File: config.mk
export PLATFORM = sky130hd
export DESIGN_NAME = timer_a_tick_counter
export DESIGN_NICKNAME = d
export VERILOG_FILES = /design/src/rtl/timer_a_tick_counter_pkg.sv /design/src/rtl/timer_a_prescaler.sv /design/src/rtl/timer_a_tick_counter.sv
export SDC_FILE = /design/constraint.sdc
export NUM_CORES = 1
export LEC_CHECK = 0
export CAP_MARGIN = 20
export CORE_MARGIN = 10
export CORE_UTILIZATION = 57
export CTS_CLUSTER_DIAMETER = 80
export CTS_CLUSTER_SIZE = 20
export DETAILED_ROUTE_END_ITERATION = 7
export PLACE_DENSITY = 0.87
export SKIP_LAST_GASP = 1
export SYNTH_ARGS = -nofsm -noshare
export SYNTH_HDL_FRONTEND = slang
export SYNTH_HIERARCHICAL = 1
export SYNTH_SLANG_ARGS = --single-unit
File: constraint.sdc
create_clock -name MCLK -period 9.4 [get_ports MCLK]
set_clock_uncertainty 0.2 [all_clocks]
set_input_delay 1.88 -clock MCLK [delete_from_list [all_inputs] [get_ports MCLK]]
set_output_delay 1.88 -clock MCLK [all_outputs]
set_load 0.005 [all_outputs]
File: src/rtl/timer_a_tick_counter_pkg.sv
// Shared Timer_A definitions: mode, source-select and input-divider encodings,
// plus a helper that turns an ID code into the stage-1 divider terminal count.
package timer_a_tick_counter_pkg;

    typedef enum logic [1:0] {
        MC_STOP   = 2'b00,
        MC_UP     = 2'b01,
        MC_CONT   = 2'b10,
        MC_UPDOWN = 2'b11
    } mc_e;

    typedef enum logic [1:0] {
        TASSEL_TACLK = 2'b00,
        TASSEL_ACLK  = 2'b01,
        TASSEL_SMCLK = 2'b10,
        TASSEL_INCLK = 2'b11
    } tassel_e;

    typedef enum logic [1:0] {
        ID_DIV1 = 2'b00,
        ID_DIV2 = 2'b01,
        ID_DIV4 = 2'b10,
        ID_DIV8 = 2'b11
    } id_e;

    // Terminal count of the stage-1 divider, i.e. 2^ID - 1.
    function automatic logic [2:0] id_limit(input logic [1:0] id);
        logic [2:0] lim;
        unique case (id)
            ID_DIV1: lim = 3'd0;
            ID_DIV2: lim = 3'd1;
            ID_DIV4: lim = 3'd3;
            default: lim = 3'd7;
        endcase
        return lim;
    endfunction

endpackage

File: src/rtl/timer_a_prescaler.sv
// Timer_A source path: synchronises all four clock sources to the system
// clock, selects one, detects its rising edges and divides them by
// 2^ID * (IDEX+1).
//   clk_i        system clock (MCLK)
//   rst_ni       asynchronous active-low reset
//   src_i[3:0]   raw sources {INCLK, SMCLK, ACLK, TACLK}
//   tassel_i     source select
//   id_i         stage-1 divide code
//   idex_i       stage-2 divide minus one
//   clr_i        level clear of both divider stages
//   tick_o       one-cycle pulse per divided timer clock
module timer_a_prescaler
    import timer_a_tick_counter_pkg::*;
#(
    parameter int unsigned SYNC_STAGES = 2
) (
    input  logic       clk_i,
    input  logic       rst_ni,
    input  logic [3:0] src_i,
    input  logic [1:0] tassel_i,
    input  logic [1:0] id_i,
    input  logic [2:0] idex_i,
    input  logic       clr_i,
    output logic       tick_o
);

    logic [SYNC_STAGES-1:0] sync_q [4];
    logic [3:0]             prev_q;
    logic [3:0]             sync_last;
    logic [2:0]             div1_q, div1_d;
    logic [2:0]             div2_q, div2_d;
    logic                   src_tick;
    logic                   div1_wrap;
    logic                   div2_wrap;

    always_ff @(posedge clk_i or negedge rst_ni) begin
        if (!rst_ni) begin
            for (int i = 0; i < 4; i++) begin
                sync_q[i] <= '0;
            end
            prev_q <= '0;
            div1_q <= '0;
            div2_q <= '0;
        end else begin
            for (int i = 0; i < 4; i++) begin
                sync_q[i] <= {sync_q[i][SYNC_STAGES-2:0], src_i[i]};
            end
            prev_q <= sync_last;
            div1_q <= div1_d;
            div2_q <= div2_d;
        end
    end

    always_comb begin
        for (int i = 0; i < 4; i++) begin
            sync_last[i] = sync_q[i][SYNC_STAGES-1];
        end
    end

    // Edge history is kept per source, so switching TASSEL onto a source that
    // is already high does not look like a rising edge.
    assign src_tick  = sync_last[tassel_i] & ~prev_q[tassel_i];

    // >= so a shrunken limit wraps at once instead of running past it.
    assign div1_wrap = (div1_q >= id_limit(id_i));
    assign div2_wrap = (div2_q >= idex_i);

    always_comb begin
        div1_d = div1_q;
        div2_d = div2_q;
        if (clr_i) begin
            div1_d = '0;
            div2_d = '0;
        end else if (src_tick) begin
            if (div1_wrap) begin
                div1_d = '0;
                div2_d = div2_wrap ? 3'd0 : div2_q + 3'd1;
            end else begin
                div1_d = div1_q + 3'd1;
            end
        end
    end

    assign tick_o = src_tick & div1_wrap & div2_wrap & ~clr_i;

endmodule

File: src/rtl/timer_a_tick_counter.sv
// Timer_A clocking-and-count core: source selection and prescaling (in
// timer_a_prescaler) followed by the 16-bit TAR counter and its mode logic.
//   MCLK, reset            system clock, asynchronous active-low reset
//   TACLK/ACLK/SMCLK/INCLK timer sources selected by TASSEL
//   ID, IDEX               two-stage input divider
//   MC                     stop / up / continuous / up-down
//   TACLR                  level clear of TAR, dividers and direction
//   CCR0                   period limit for up and up/down modes
//   TAR_wr, TAR_wdata      direct load of TAR
//   TAR                    current count
//   TimerTick              one pulse per divided timer clock
//   TAIFGset               one pulse per overflow/period event
//   CountDown              high while counting down in up/down mode
module timer_a_tick_counter
    import timer_a_tick_counter_pkg::*;
#(
    parameter int unsigned SYNC_STAGES = 2
) (
    input  logic        MCLK,
    input  logic        reset,
    input  logic        TACLK,
    input  logic        ACLK,
    input  logic        SMCLK,
    input  logic        INCLK,
    input  logic [1:0]  TASSEL,
    input  logic [1:0]  ID,
    input  logic [2:0]  IDEX,
    input  logic [1:0]  MC,
    input  logic        TACLR,
    input  logic [15:0] CCR0,
    input  logic        TAR_wr,
    input  logic [15:0] TAR_wdata,
    output logic [15:0] TAR,
    output logic        TimerTick,
    output logic        TAIFGset,
    output logic        CountDown
);

    logic [15:0] tar_q, tar_d;
    logic        cd_q, cd_d;
    logic        flag_q, flag_d;
    logic        timer_tick;

    timer_a_prescaler #(
        .SYNC_STAGES (SYNC_STAGES)
    ) u_prescaler (
        .clk_i    (MCLK),
        .rst_ni   (reset),
        .src_i    ({INCLK, SMCLK, ACLK, TACLK}),
        .tassel_i (TASSEL),
        .id_i     (ID),
        .idex_i   (IDEX),
        .clr_i    (TACLR),
        .tick_o   (timer_tick)
    );

    always_ff @(posedge MCLK or negedge reset) begin
        if (!reset) begin
            tar_q  <= '0;
            cd_q   <= 1'b0;
            flag_q <= 1'b0;
        end else begin
            tar_q  <= tar_d;
            cd_q   <= cd_d;
            flag_q <= flag_d;
        end
    end

    always_comb begin
        tar_d  = tar_q;
        cd_d   = cd_q;
        flag_d = 1'b0;
        // Direction only has meaning in up/down mode.
        if (MC != MC_UPDOWN) begin
            cd_d = 1'b0;
        end
        if (TACLR) begin
            tar_d = '0;
            cd_d  = 1'b0;
        end else if (TAR_wr) begin
            tar_d = TAR_wdata;
        end else if (timer_tick) begin
            unique case (MC)
                MC_STOP: ;
                MC_UP: begin
                    if (CCR0 == 16'h0000) begin
                        tar_d = '0;
                    end else if (tar_q >= CCR0) begin
                        tar_d  = '0;
                        flag_d = 1'b1;
                    end else begin
                        tar_d = tar_q + 16'd1;
                    end
                end
                MC_CONT: begin
                    tar_d  = tar_q + 16'd1;
                    flag_d = (tar_q == 16'hFFFF);
                end
                default: begin
                    if (CCR0 != 16'h0000) begin
                        if (!cd_q) begin
                            if (tar_q >= CCR0) begin
                                cd_d  = 1'b1;
                                tar_d = tar_q - 16'd1;
                            end else begin
                                tar_d = tar_q + 16'd1;
                            end
                        end else if (tar_q == 16'h0001) begin
                            tar_d  = '0;
                            cd_d   = 1'b0;
                            flag_d = 1'b1;
                        end else if (tar_q == 16'h0000) begin
                            // Reached zero by a load while counting down.
                            cd_d  = 1'b0;
                            tar_d = 16'd1;
                        end else begin
                            tar_d = tar_q - 16'd1;
                        end
                    end
                end
            endcase
        end
    end

    assign TAR       = tar_q;
    assign CountDown = cd_q;
    assign TAIFGset  = flag_q;
    assign TimerTick = timer_tick;

endmodule

## Word-level counts from Yosys, hierarchy flattened

Cells that the tools add are included.
W data, S select, Z words.

- Input bits: 49
- Output and inout port bits: 19
- Register bits: 36
- Word-level logic and storage cells: 86

- $lt $le $gt $ge: 4
- Reduce and logical (&&, ||, !) cells: 12
- Equal/unequal tests: 8
- Bitwise gates (word level): 6
- Mux-type cells: 42
- Add/subtract/negate cells: 4

Operator list:

| operator | count |
|---|---|
| $mux W16 | 10 |
| $pmux W16 S3 | 1 |
| $logic_not A16 Y1 | 2 |
| $mux W3 | 7 |
| $mux W1 | 20 |
| $add A16 B1 Y16 const B | 1 |
| $eq A16 B1 Y1 const B | 1 |
| $eq A16 B16 Y1 const B | 1 |
| $ge A16 B16 Y1 | 1 |
| $reduce_bool A16 Y1 | 1 |
| $sub A16 B1 Y16 const B | 1 |
| $pmux W3 S3 | 1 |
| $add A3 B1 Y3 const B | 2 |
| $ge A3 B3 Y1 | 2 |
| $reduce_bool A5 Y1 | 1 |
| $and A1 B1 Y1 | 4 |
| $bmux W1 S2 | 2 |
| $eq A2 B1 Y1 const B | 2 |
| $eq A2 B2 Y1 const B | 2 |
| $logic_not A2 Y1 | 2 |
| $reduce_bool A2 Y1 | 2 |
| $lt A2 B3 Y1 const B | 1 |
| $ne A3 B3 Y1 const B | 1 |
| $pmux W1 S3 | 1 |
| 6 further kinds | 7 |

## Logic depth before layout (Yosys ltp)

- Depth after elaboration: 10
- Depth in mapped cells: 12

## By module

Netlist, hierarchy kept.

By module, submodules not included:

| module | instances | area each (um^2) | cells each |
|---|---|---|---|
| timer_a_tick_counter | 1 | 2504.9 | 318 |
| timer_a_prescaler | 1 | 813.3 | 71 |

## Worst setup path after synthesis

No wires, ideal clock.

- Kind: input to output
- Start point: input port ID[1]
- End point: output port TimerTick
- Cell stages on the path: 6
- Path slack: 3997 ps
- Arrival time: 3323 ps
- Buffers on the path: 0
- Cell sequence: or2_2 -> ha_1 -> nor2b_1 -> o21a_1 -> or2_1 -> nor3_1

- Longest elaborated chain between the ends: 6
- Elaborated cells on any way between the ends: 8
- Classes of those cells: order compare (1); eq/ne (2); mux (1); bitwise (3); reduce/logical (1)

RTL lines:

| what | line | source |
|---|---|---|
| start: declaration | timer_a_tick_counter.sv:26 | `input logic [1:0] ID,` |
| $eq A2 B2 Y1 (tied with other cells) | timer_a_tick_counter_pkg.sv:29 | `unique case (id)` |
| $pmux W3 S3 * | timer_a_tick_counter_pkg.sv:29 |  |
| $ge A3 B3 Y1 * | timer_a_prescaler.sv:65 | `assign div1_wrap = (div1_q >= id_limit(id_i));` |
| $and A1 B1 Y1 * (3 in series) | timer_a_prescaler.sv:84 | `assign tick_o = src_tick & div1_wrap & div2_wrap & ~clr_i;` |
| end: declaration | timer_a_tick_counter.sv:34 | `output logic TimerTick,` |

Every way passes the cells marked *; elsewhere a longest branch is shown, timed or not.

## Worst setup path in the final report

Ends and elaborated chain as after synthesis.

==> impl_metrics.tcl <==
set metrics [dict create \
    fp.dieH_um 96.3 \
    top_layer "met4" \
    combPwrFrac_pct 27.9 \
    htree_levels 2 \
    path_class "primary input to output port" \
    synth_seq_cells 36 \
    end_kind "output port" \
    synthTopCellsByArea "dfrtp_1 (27%), ha_1 (12%), a21oi_1 (3.9%)" \
    met1_length_mm 4.03 \
    met3_length_um 870 \
    reg2reg_slack_ns 5.69 \
    io_pins 68 \
    nets 527 \
    clk_pin_slew_ns 0.07 \
    rsz0062_at_grt "false" \
    synthFlopType "dfrtp_1" \
    drc 0 \
    period_share_pct 72.0 \
    crit_chain "clkdlybuf4s50_1, or2_2, ha_1, nor2b_1, o21a_1, or2_1, nor3_1, clkdlybuf4s50_1" \
    syn_avg_cell_area_sq_um 8.53 \
    fmax_ghz 0.148 \
    drt_first_iter_violations 221 \
    netlist_area_sq_um 3320 \
    drive_gt1_share_pct 7.62 \
    grt_pass1_vias 3165 \
    grt_max_degree 37 \
    internal_power_uw 303 \
    slew_viol_final 0 \
    hp-class "flip-flop to flip-flop" \
    max-vdd-ir-drop_mv 0.118 \
    drv_cap 0 \
    dp_hpwl_mm 7.26 \
    worstPathRequired_ns 7.32 \
    core_sq_um 5570 \
    clk_latency_ns 0.30 \
    fin_crit_ns 6.77 \
    portBuffers 67 \
    root_buffer "clkbuf_8" \
    grt_use_total_pct 21.1 \
    antenna_found_initial 0 \
    yosys_warnings 6 \
    dieWidth_um 96.3 \
    cts_inserted_buffers 5 \
    rows 27 \
    gp_congestion 0.906 \
    cp_slowest_cell "clkdlybuf4s50_1" \
    critPathTopFamily "simple AND/OR/NAND/NOR gates" \
    overflow 0 \
    setup_violations 0 \
    hold_viol 0 \
    cts_tree "built" \
    wl_per_cell_um 18.7 \
    ctsHoldBuffers 0 \
    vias_per_cell 6.29 \
    area_delta_synth_final_pct 21.1 \
    cts_buffer_depth 2 \
    synth.largest_area_cell "dfrtp_1" \
    ys_seq_area_share_pct 27.1 \
    met2_length_mm 4.65 \
    cp-start-kind "primary input" \
    syn_nets 471 \
    antennaDiodeCount 0 \
    grt_pass1_wl_mm 15.7 \
    ant_nets 0 \
    crit_arrival_ns 4.69 \
    p_sw_uw 140 \
    start_util_pct 59.5 \
    p_clk_share_pct 32.4 \
    synth_edf_count 0 \
    outcome "finished, final reports clean" \
    cts.sinks 36 \
    path_buf_inv 2 \
    num_vias 3257 \
    slowest_delay_ns 0.63 \
    tightestPinTransition_ns 1.09 \
    synthArstFlopShare_pct 100 \
    dr.pass1.iters 6 \
    syn_inst 389 \
    power_leakage_uw 0.00178 \
    p_seq_share_pct 39.7 \
    critical_path.max_fanout 6 \
    finalPower_uw 442 \
    cts_resized 0 \
    tns_ns 0 \
    switching_share_pct 31.6 \
    slew_headroom_pct 27.5 \
    p_per_area_nw_per_um2 110 \
    crit_top_cell "clkdlybuf4s50_1" \
    yosys.area.top_type_share_pct 27.1 \
    postCtsSetupRepairBufs 0 \
    dieArea_sq_um 9270 \
    synth_cell_type_count 74 \
    wl_mm 9.70 \
]
-- Yosys cell counts, types with 4 or more instances --
cell type,instances
nor3_1,10
a21o_1,5
or2_2,5
nor4_1,8
and3_1,10
buf_6,4
and2_1,8
a211oi_1,4
nand4_1,8
nor2_1,26
a21oi_1,26
xnor2_1,5
clkbuf_8,5
nand2b_1,8
a31oi_1,5
a221o_1,4
nand3_1,19
o211ai_1,8
inv_1,33
o21ai_0,15
dfrtp_1,36
clkbuf_1,5
xor2_1,4
ha_1,33
o22ai_1,5
nand2_1,25
-- layout make-up --
| cell class | instances | area [sq um] |
|---|---|---|
| multi-input combinational | 301 | 2120 |
| fill | 455 | 1560 |
| sequential | 36 | 901 |
| timing repair buffer | 68 | 673 |
| inverter | 33 | 124 |
| tap | 72 | 90.1 |
| clock buffer | 5 | 68.8 |
| clock inverter | 3 | 46.3 |
-- kinds of logic after synthesis --
group / Yosys count / share of synthesized area (%)
simple gates: 150 / 25.1
compound gates: 104 / 21.7
buf+inv: 52 / 9.31
flops: 36 / 27.1
fa+ha+maj: 33 / 12.4
xor+xnor: 9 / 2.38
mux: 5 / 1.92
-- state kept, by name (all words and copies together) (netlist names) --
| name | count |
|---|---|
| TAIFGset | 1 |
| TAR | 16 |
| u_prescaler/div1_q | 3 |
| u_prescaler/div2_q | 3 |
| u_prescaler/sync_last | 4 |
| u_prescaler/sync_q | 4 |
| u_prescaler/prev_q | 4 |
| CountDown | 1 |
-- per-stage QoR --
stage,worst slack [ns],utilization [%],instances,hold slack [ns],cell area [sq um]
6_report,2.63,72.1,518,0.155,4020
5_1_grt,2.50,72.1,518,0.164,4020
4_1_cts,2.63,72.1,518,0.160,4020
3_5_place_dp,2.63,70.0,510,0.142,3900
3_3_place_gp,2.73,70.0,510,0.132,3900
2_1_floorplan,4.00,-,389,0.131,3320
-- power groups by stage --
stage / Combinational [uW] / Clock [uW] / Sequential (uW)
after CTS: 123 / 147 / 175
after global placement: 118 / 0 / 178
after detailed placement: 122 / 0 / 178
final: 123 / 143 / 176
after floorplan: 79.8 / 0 / 172
after global routing: 136 / 154 / 177
-- layer usage --
| layer | track usage (%) | vias up |
|---|---|---|
| met2 | 35.1 | 157 |
| met5 | 0 | - |
| met3 | 3.42 | 13 |
| li1 | - | 1547 |
| met1 | 27.1 | 1540 |
| met4 | 7.14 | 0 |
-- layout by cell type, fill, tap and decap left out, types with 10 or more instances in the layout --
| cell type | synthesis | final |
|---|---|---|
| a21oi_1 | 26 | 26 |
| and3_1 | 10 | 10 |
| clkdlybuf4s50_1 | 0 | 66 |
| dfrtp_1 | 36 | 36 |
| ha_1 | 33 | 33 |
| inv_1 | 33 | 33 |
| nand2_1 | 25 | 25 |
| nand3_1 | 19 | 19 |
| nor2_1 | 26 | 26 |
| nor3_1 | 10 | 10 |
| o21ai_0 | 15 | 15 |
-- path summary, 6_finish.rpt --
| path | from | endpoint | cells after the start |
|---|---|---|---|
| max in group asynchronous | reset | u_prescaler/prev_q[3]$_DFF_PN0_ | 1 |
| min in group asynchronous | reset | TAR[1]$_DFFE_PN0P_ | 1 |
| min | u_prescaler/sync_q[0]$_DFF_PN0_ | u_prescaler/sync_last[3]$_DFF_PN0_ | 0 |
| max reg2reg | TAR[7]$_DFFE_PN0P_ | TAR[11]$_DFFE_PN0P_ | 9 |
| min reg2reg | u_prescaler/sync_q[0]$_DFF_PN0_ | u_prescaler/sync_last[3]$_DFF_PN0_ | 0 |
| max | ID[1] | TimerTick | 8 |
(Power assumes the default switching activity.)
